**config.mk**
```make
export PLATFORM = sky130hd
export DESIGN_NAME = z_tile_ctrl
export DESIGN_NICKNAME = d
export VERILOG_FILES = /design/src/rtl/z_tile_ctrl.sv
export SDC_FILE = /design/constraint.sdc
export NUM_CORES = 1
export LEC_CHECK = 0
export ABC_AREA = 1
export CAP_MARGIN = 20
export CORE_ASPECT_RATIO = 2
export CORE_MARGIN = 4
export CORE_UTILIZATION = 50
export CTS_BUF_LIST = sky130_fd_sc_hd__clkbuf_4 sky130_fd_sc_hd__clkbuf_8
export DETAILED_ROUTE_END_ITERATION = 10
export PLACE_DENSITY = 0.86
export SYNTH_ARGS = -nofsm -noshare
export SYNTH_HDL_FRONTEND = slang
export SYNTH_SLANG_ARGS = --single-unit
```
**constraint.sdc**
```tcl
create_clock -name clock -period 3.7 [get_ports clock]
set_input_delay 0.37 -clock clock [delete_from_list [all_inputs] [get_ports clock]]
set_output_delay 0.37 -clock clock [all_outputs]
set_load 0.01 [all_outputs]
```
**src/rtl/z_tile_ctrl.sv**
```systemverilog
// Depth-tile sequencer: clear sweep, then read/compare/write per pixel.
// Optional hit counters are enabled by defining ZTC_STATS_EN.
module z_tile_ctrl #(
  parameter int ADDR_W = 10,
  parameter int Z_W    = 32
) (
  input  logic              clock,
  input  logic              reset,
  input  logic              tile_start,
  input  logic              tile_clear,
  input  logic [Z_W-1:0]    clear_val,
  input  logic              tile_end,
  output logic              tile_done,
  output logic              busy,
  input  logic              px_valid,
  output logic              px_ready,
  input  logic [ADDR_W-1:0] px_addr,
  input  logic [Z_W-1:0]    px_z,
  input  logic              px_zwd,
  input  logic [2:0]        depth_comp,
  output logic              res_valid,
  output logic              res_pass,
  output logic [ADDR_W-1:0] res_addr,
  output logic [ADDR_W-1:0] rd_addr,
  input  logic [Z_W-1:0]    rd_data,
  output logic              wr_en,
  output logic [ADDR_W-1:0] wr_addr,
  output logic [Z_W-1:0]    wr_data
`ifdef ZTC_STATS_EN
  ,
  output logic [31:0]       stat_pass,
  output logic [31:0]       stat_fail
`endif
);

  typedef enum logic [1:0] {
    IDLE,
    CLEAR,
    RASTER,
    DRAIN
  } state_t;

  localparam logic [ADDR_W-1:0] LAST = '1;

  state_t state;

  logic              clr_we;
  logic [ADDR_W-1:0] clr_addr;
  logic [Z_W-1:0]    clr_data;

  logic              p_valid;
  logic [ADDR_W-1:0] p_addr;
  logic [Z_W-1:0]    p_z;
  logic              p_zwd;
  logic [2:0]        p_comp;

  logic              lw_valid;
  logic [ADDR_W-1:0] lw_addr;
  logic [Z_W-1:0]    lw_data;

  logic              accept;
  logic [Z_W-1:0]    old_z;
  logic              pass;

  assign accept = px_valid & px_ready;
  assign rd_addr = accept ? px_addr : '0;

  always_ff @(posedge clock) begin
    if (reset) begin
      state     <= IDLE;
      busy      <= 1'b0;
      px_ready  <= 1'b0;
      tile_done <= 1'b0;
      clr_we    <= 1'b0;
      clr_addr  <= '0;
      clr_data  <= '0;
    end else begin
      tile_done <= 1'b0;
      case (state)
        IDLE: begin
          if (tile_start) begin
            busy     <= 1'b1;
            clr_data <= clear_val;
            clr_addr <= '0;
            if (tile_clear) begin
              state  <= CLEAR;
              clr_we <= 1'b1;
            end else begin
              state    <= RASTER;
              px_ready <= 1'b1;
            end
          end
        end
        CLEAR: begin
          if (clr_addr == LAST) begin
            clr_we   <= 1'b0;
            state    <= RASTER;
            px_ready <= 1'b1;
          end else begin
            clr_addr <= clr_addr + 1'b1;
          end
        end
        RASTER: begin
          if (tile_end) begin
            state    <= DRAIN;
            px_ready <= 1'b0;
          end
        end
        DRAIN: begin
          state     <= IDLE;
          busy      <= 1'b0;
          tile_done <= 1'b1;
        end
        default: state <= IDLE;
      endcase
    end
  end

  always_ff @(posedge clock) begin
    if (reset) begin
      p_valid  <= 1'b0;
      p_addr   <= '0;
      p_z      <= '0;
      p_zwd    <= 1'b0;
      p_comp   <= '0;
      lw_valid <= 1'b0;
      lw_addr  <= '0;
      lw_data  <= '0;
    end else begin
      p_valid <= accept;
      if (accept) begin
        p_addr <= px_addr;
        p_z    <= px_z;
        p_zwd  <= px_zwd;
        p_comp <= depth_comp;
      end
      // RAM returns pre-write data on a same-edge collision
      lw_valid <= wr_en;
      if (wr_en) begin
        lw_addr <= wr_addr;
        lw_data <= wr_data;
      end
    end
  end

  assign old_z = (lw_valid && lw_addr == p_addr)
               ? lw_data : rd_data;

  always_comb begin
    pass = 1'b0;
    case (p_comp)
      3'd0:    pass = 1'b0;
      3'd1:    pass = p_z <  old_z;
      3'd2:    pass = p_z == old_z;
      3'd3:    pass = p_z <= old_z;
      3'd4:    pass = p_z >  old_z;
      3'd5:    pass = p_z != old_z;
      3'd6:    pass = p_z >= old_z;
      default: pass = 1'b1;
    endcase
  end

  assign res_valid = p_valid;
  assign res_pass  = p_valid & pass;
  assign res_addr  = p_addr;
  assign wr_en     = clr_we | (p_valid & pass & ~p_zwd);
  assign wr_addr   = clr_we ? clr_addr : p_addr;
  assign wr_data   = clr_we ? clr_data : p_z;

`ifdef ZTC_STATS_EN
  always_ff @(posedge clock) begin
    if (reset) begin
      stat_pass <= '0;
      stat_fail <= '0;
    end else if (state == IDLE && tile_start) begin
      stat_pass <= '0;
      stat_fail <= '0;
    end else if (p_valid) begin
      if (pass && stat_pass != '1)
        stat_pass <= stat_pass + 1'b1;
      if (!pass && stat_fail != '1)
        stat_fail <= stat_fail + 1'b1;
    end
  end
`endif

endmodule

```
==> qor.csv <==
stage,metric,value,unit
setup_path,CP max-delay cell,nor4_2,
floorplan,die width,93.7,um
detailed_routing,WL final,23400,um
floorplan,die height,179,um
setup_path,Worst R2R Path Depth,26,
timing,Final Setup Violations,2,
logic_synthesis,sequential fraction of the synthesis area,37.6,%
setup_path,WP data required,3.33,ns
setup_path,reg2reg setup slack,0.10,ns
layout,Area Growth Syn to Fin,37.6,%
layout,layout cells sized above 1,12.0,%
setup_path,"slowest stage delay, CP",0.34,ns
floorplan,starting density of the core,50.9,%
timing,setup ws final,-0.149,ns
timing,RSZ-0062 raised after global routing,true,
logic_synthesis,Cells after Synth,1092,
logic_synthesis,Yosys top cell by area,dfxtp_1,
layout,number of fill cells in the layout,1251,
detailed_routing,first-pass iteration count of the detailed router,5,
detailed_routing,post-route DRC violation count,0,
layout,Post-layout nets,1426,
clock_network,TritonCTS clock tree,yes,
logic_synthesis,Netlist cell types,34,
detailed_routing,vias,7901,
place,routability congestion estimate,0.912,
global_route,GRT Overall Usage,26.9,%
setup_path,Bufs and invs on worst path,4,
timing,f_max,260,MHz
setup_path,Max Fanout on Critical Path,7,
logic_synthesis,Syn Nets,1245,
timing,slew of the pin with the lowest slew margin,0.775,ns
global_route,first-pass GRT wire length,36100,um
clock_network,clock-pin slew on the worst setup and hold paths,0.09,ns
pwr,leakage,4.53,nW
timing,Fin Hold WS,0.486,ns
timing,Slew headroom,48.3,%
min_path,Worst Hold Path Cells,2,
min_path,worst hold path class,flip-flop to flip-flop,
logic_synthesis,Synth async-reset ratio,0,%
place,Placed Cells,1437,
timing,Final Critical Period,3.85,ns
global_route,total grt overflow,0,
timing,final hold violations,0,
floorplan,I/O Pins,184,
place,DP HPWL,16400,um
global_route,vias in the first global route,7638,
logic_synthesis,post-synthesis register bit count,138,
setup_path,Worst R2R End,lw_addr[6]$_SDFFE_PP0P_,
status,status,"finished, violations left",
detailed_routing,Via density,5.34,
logic_synthesis,Post-synth EDFFs,0,
setup_path,Setup CP Type,flip-flop to output pin,
pwr,maximum vdd drop,0.748,mV
place,placed cell areas,9430,sq um
setup_path,Setup crit start kind,flip-flop,
layout,final instance area,10100,sq um
setup_path,CP Data Arrival Time,3.48,ns
logic_synthesis,Syn. warnings,0,
timing,Final TNS setup,-0.257,ns
layout,post-layout util,70.0,%
global_route,initial antenna violation count,2,
timing,Slew Limit Fails,0,
logic_synthesis,most used flip-flop cell after synthesis,dfxtp_1,
pwr,P per Cell Area,628,nW/um^2
setup_path,Worst setup EP type,output pin,
clock_network,# clock sinks,138,
pwr,Pwr Total,6.35,mW
clock_network,Root Buffer,clkbuf_8,
timing,clk_skew,0.0150,ns
clock_network,H-tree depth,4,
flow_run,max-cap violations,0,
setup_path,Critical Path Most Common Cell,nand2_1,
logic_synthesis,"Cell Area, Synth",7350,sq um
setup_path,Top delay family on crit path,simple AND/OR/NAND/NOR gates,
min_path,Hold Crit Endpoint,clr_data[28]$_SDFFE_PP0P_,
min_path,hold wc startpoint,clr_data[28]$_SDFFE_PP0P_,
timing,period utilisation layout,104,%
layout,fin cells,1480,
place,Port Buffers,183,
logic_synthesis,post-synth top area share,37.6,%
detailed_routing,Routed wire per std cell,15.8,um
place,worst slack at placement,-0.199,ns
setup_path,critical path cell sequence,"inv_2, nand2_1, o211ai_1, nor4_2, nand2_2, buf_12, buf_8, nor2_4, a21oi_2, ha_1, nand2_1, nor2_2, and2_4, nand2_4, nor2_4, nand2_2, nand2_1, o31ai_1, nand2_1, nand3_2, nand3_4, nand2_4, buf_6",
floorplan,Core Rows,62,
floorplan,die area,16800,sq um
detailed_routing,post-route ant nets,0,
floorplan,Core ar.,14400,sq um
clock_network,clk buf depth,2,
clock_network,Clock Latency Late Sink,0.45,ns
logic_synthesis,synth top area cells,"dfxtp_1 38%, nand2_1 13%, nor2_1 11%, o21ai_0 6.7%, ha_1 6.3%",
clock_network,number of buffers created by CTS,17,
logic_synthesis,Mapped Avg Cell Area,6.73,sq um
global_route,largest net degree at the start of global routing,100,
status,violated checks,negative setup slack,
detailed_routing,drt initial violations,435,
setup_path,r2r startpoint,lw_addr[7]$_SDFFE_PP0P_,
cell usage in the layout (no fill, tap or decap), types with 3 or more instances in the layout:
master,n
nand2_4,3
nand3_1,53
ha_1,37
clkinv_4,3
nand2_2,6
nand3_2,3
buf_4,28
dfxtp_1,134
dfxtp_2,4
nor2_2,6
inv_6,5
nor2_1,208
clkbuf_8,17
inv_2,4
a21oi_1,64
nand2_1,240
nand4_1,3
o21ai_0,99
xor2_1,4
a21oi_2,41
inv_1,90
o21a_1,3
o22ai_1,3
nor2_4,4
buf_12,5
buf_6,5
clkdlybuf4s50_1,181
clkbuf_16,3
what timing repair did:
| action | in CTS | in global routing |
|---|---|---|
| setup endpoints to repair | 19 | 45 |
| hold buffers | 0 | 0 |
| resized for setup | 18 | 34 |
| cloned | 0 | 5 |
| setup buffers | 0 | 5 |
| pin swaps | 3 | 19 |
Yosys cell counts, types with 2 or more instances:
cell,number
nand2_1,247
nor2_1,215
dfxtp_1,138
o21ai_0,99
inv_1,95
a21oi_1,67
nand3_1,55
clkbuf_1,46
a21oi_2,38
ha_1,37
buf_2,8
buf_1,4
xor2_1,4
buf_8,3
nand4_1,3
o21a_1,3
o22ai_1,3
a211oi_1,2
buf_12,2
clkinv_1,2
nand2_2,2
nand3_2,2
nor2_2,2
nor3_1,2
nor4_1,2
or2_2,2
xnor2_1,2
cells by family after synthesis:
group	Yosys count	share of synthesized area, %
buf+inv	160	9.21
flops	138	37.6
compound gates	216	17.1
simple gates	535	29.1
fa+ha+maj	37	6.30
xor+xnor	6	0.715
flip-flops by register name, summed over array words and instances, names as in the netlist, 2 cells and up:
register	count
clr_addr	10
clr_data	32
lw_addr	10
lw_data	32
p_comp	3
p_z	32
res_addr	10
state	2
layout make-up:
cell class	instances	area (sq um)	share of cell area, %
timing repair buffer	225	2310	22.9
clock buffer	18	241	2.39
tap	192	240	2.38
clock inverter	14	161	1.60
inverter	97	367	3.63
multi-input combinational	794	4010	39.7
antenna	2	5.00	0.0495
sequential	138	2770	27.4
power breakdown:
group / switching [mW] / internal, mW / leakage, nW
Combinational: 1.69 / 1.26 / 3.19
Clock: 0.646 / 0.623 / 0.200
Sequential: 0.234 / 1.90 / 1.13
layer usage:
metal	vias to the layer above	global-route usage (%)	share of wire, %
met5	-	0	0
met3	98	4.73	5.1
met2	308	49.2	53
li1	3862	-	-
met1	3633	27.3	35
met4	0	16.2	6.3
worst register-to-register path: stages, from the launching register on:
cell and delay [ns]:
dfxtp_2 0.33, inv_2 0.04, nand2_1 0.06, o211ai_1 0.10
nor4_2 0.34, nand2_2 0.15, buf_12 0.17, buf_8 0.14
nor2_4 0.08, a21oi_2 0.04, ha_1 0.27, nand2_1 0.06
nor2_2 0.12, and2_4 0.17, nand2_4 0.05, nor2_4 0.17
nand2_2 0.09, nand2_1 0.08, o31ai_1 0.06, nand2_1 0.09
nand3_2 0.10, nand3_4 0.09, buf_4 0.24, buf_16 0.20
nand3_1 0.10, nand2_1 0.10, nor2_1 0.04
worst max path at each step:
stage | startpoint | end | slack, ns | depth (start not counted)
after detailed placement | res_addr[9]$_SDFFE_PP0P_ | wr_en | -0.20 | 22
after global placement | res_addr[9]$_SDFFE_PP0P_ | wr_en | -0.11 | 22
final | lw_addr[7]$_SDFFE_PP0P_ | wr_en | -0.15 | 23
after CTS | lw_addr[7]$_SDFFE_PP0P_ | wr_en | -0.18 | 23
after global routing | lw_addr[8]$_SDFFE_PP0P_ | wr_en | -0.36 | 23
after floorplan | res_addr[2]$_SDFFE_PP0P_ | wr_en | 0.33 | 23
Power figures use the tool's default switching activity.
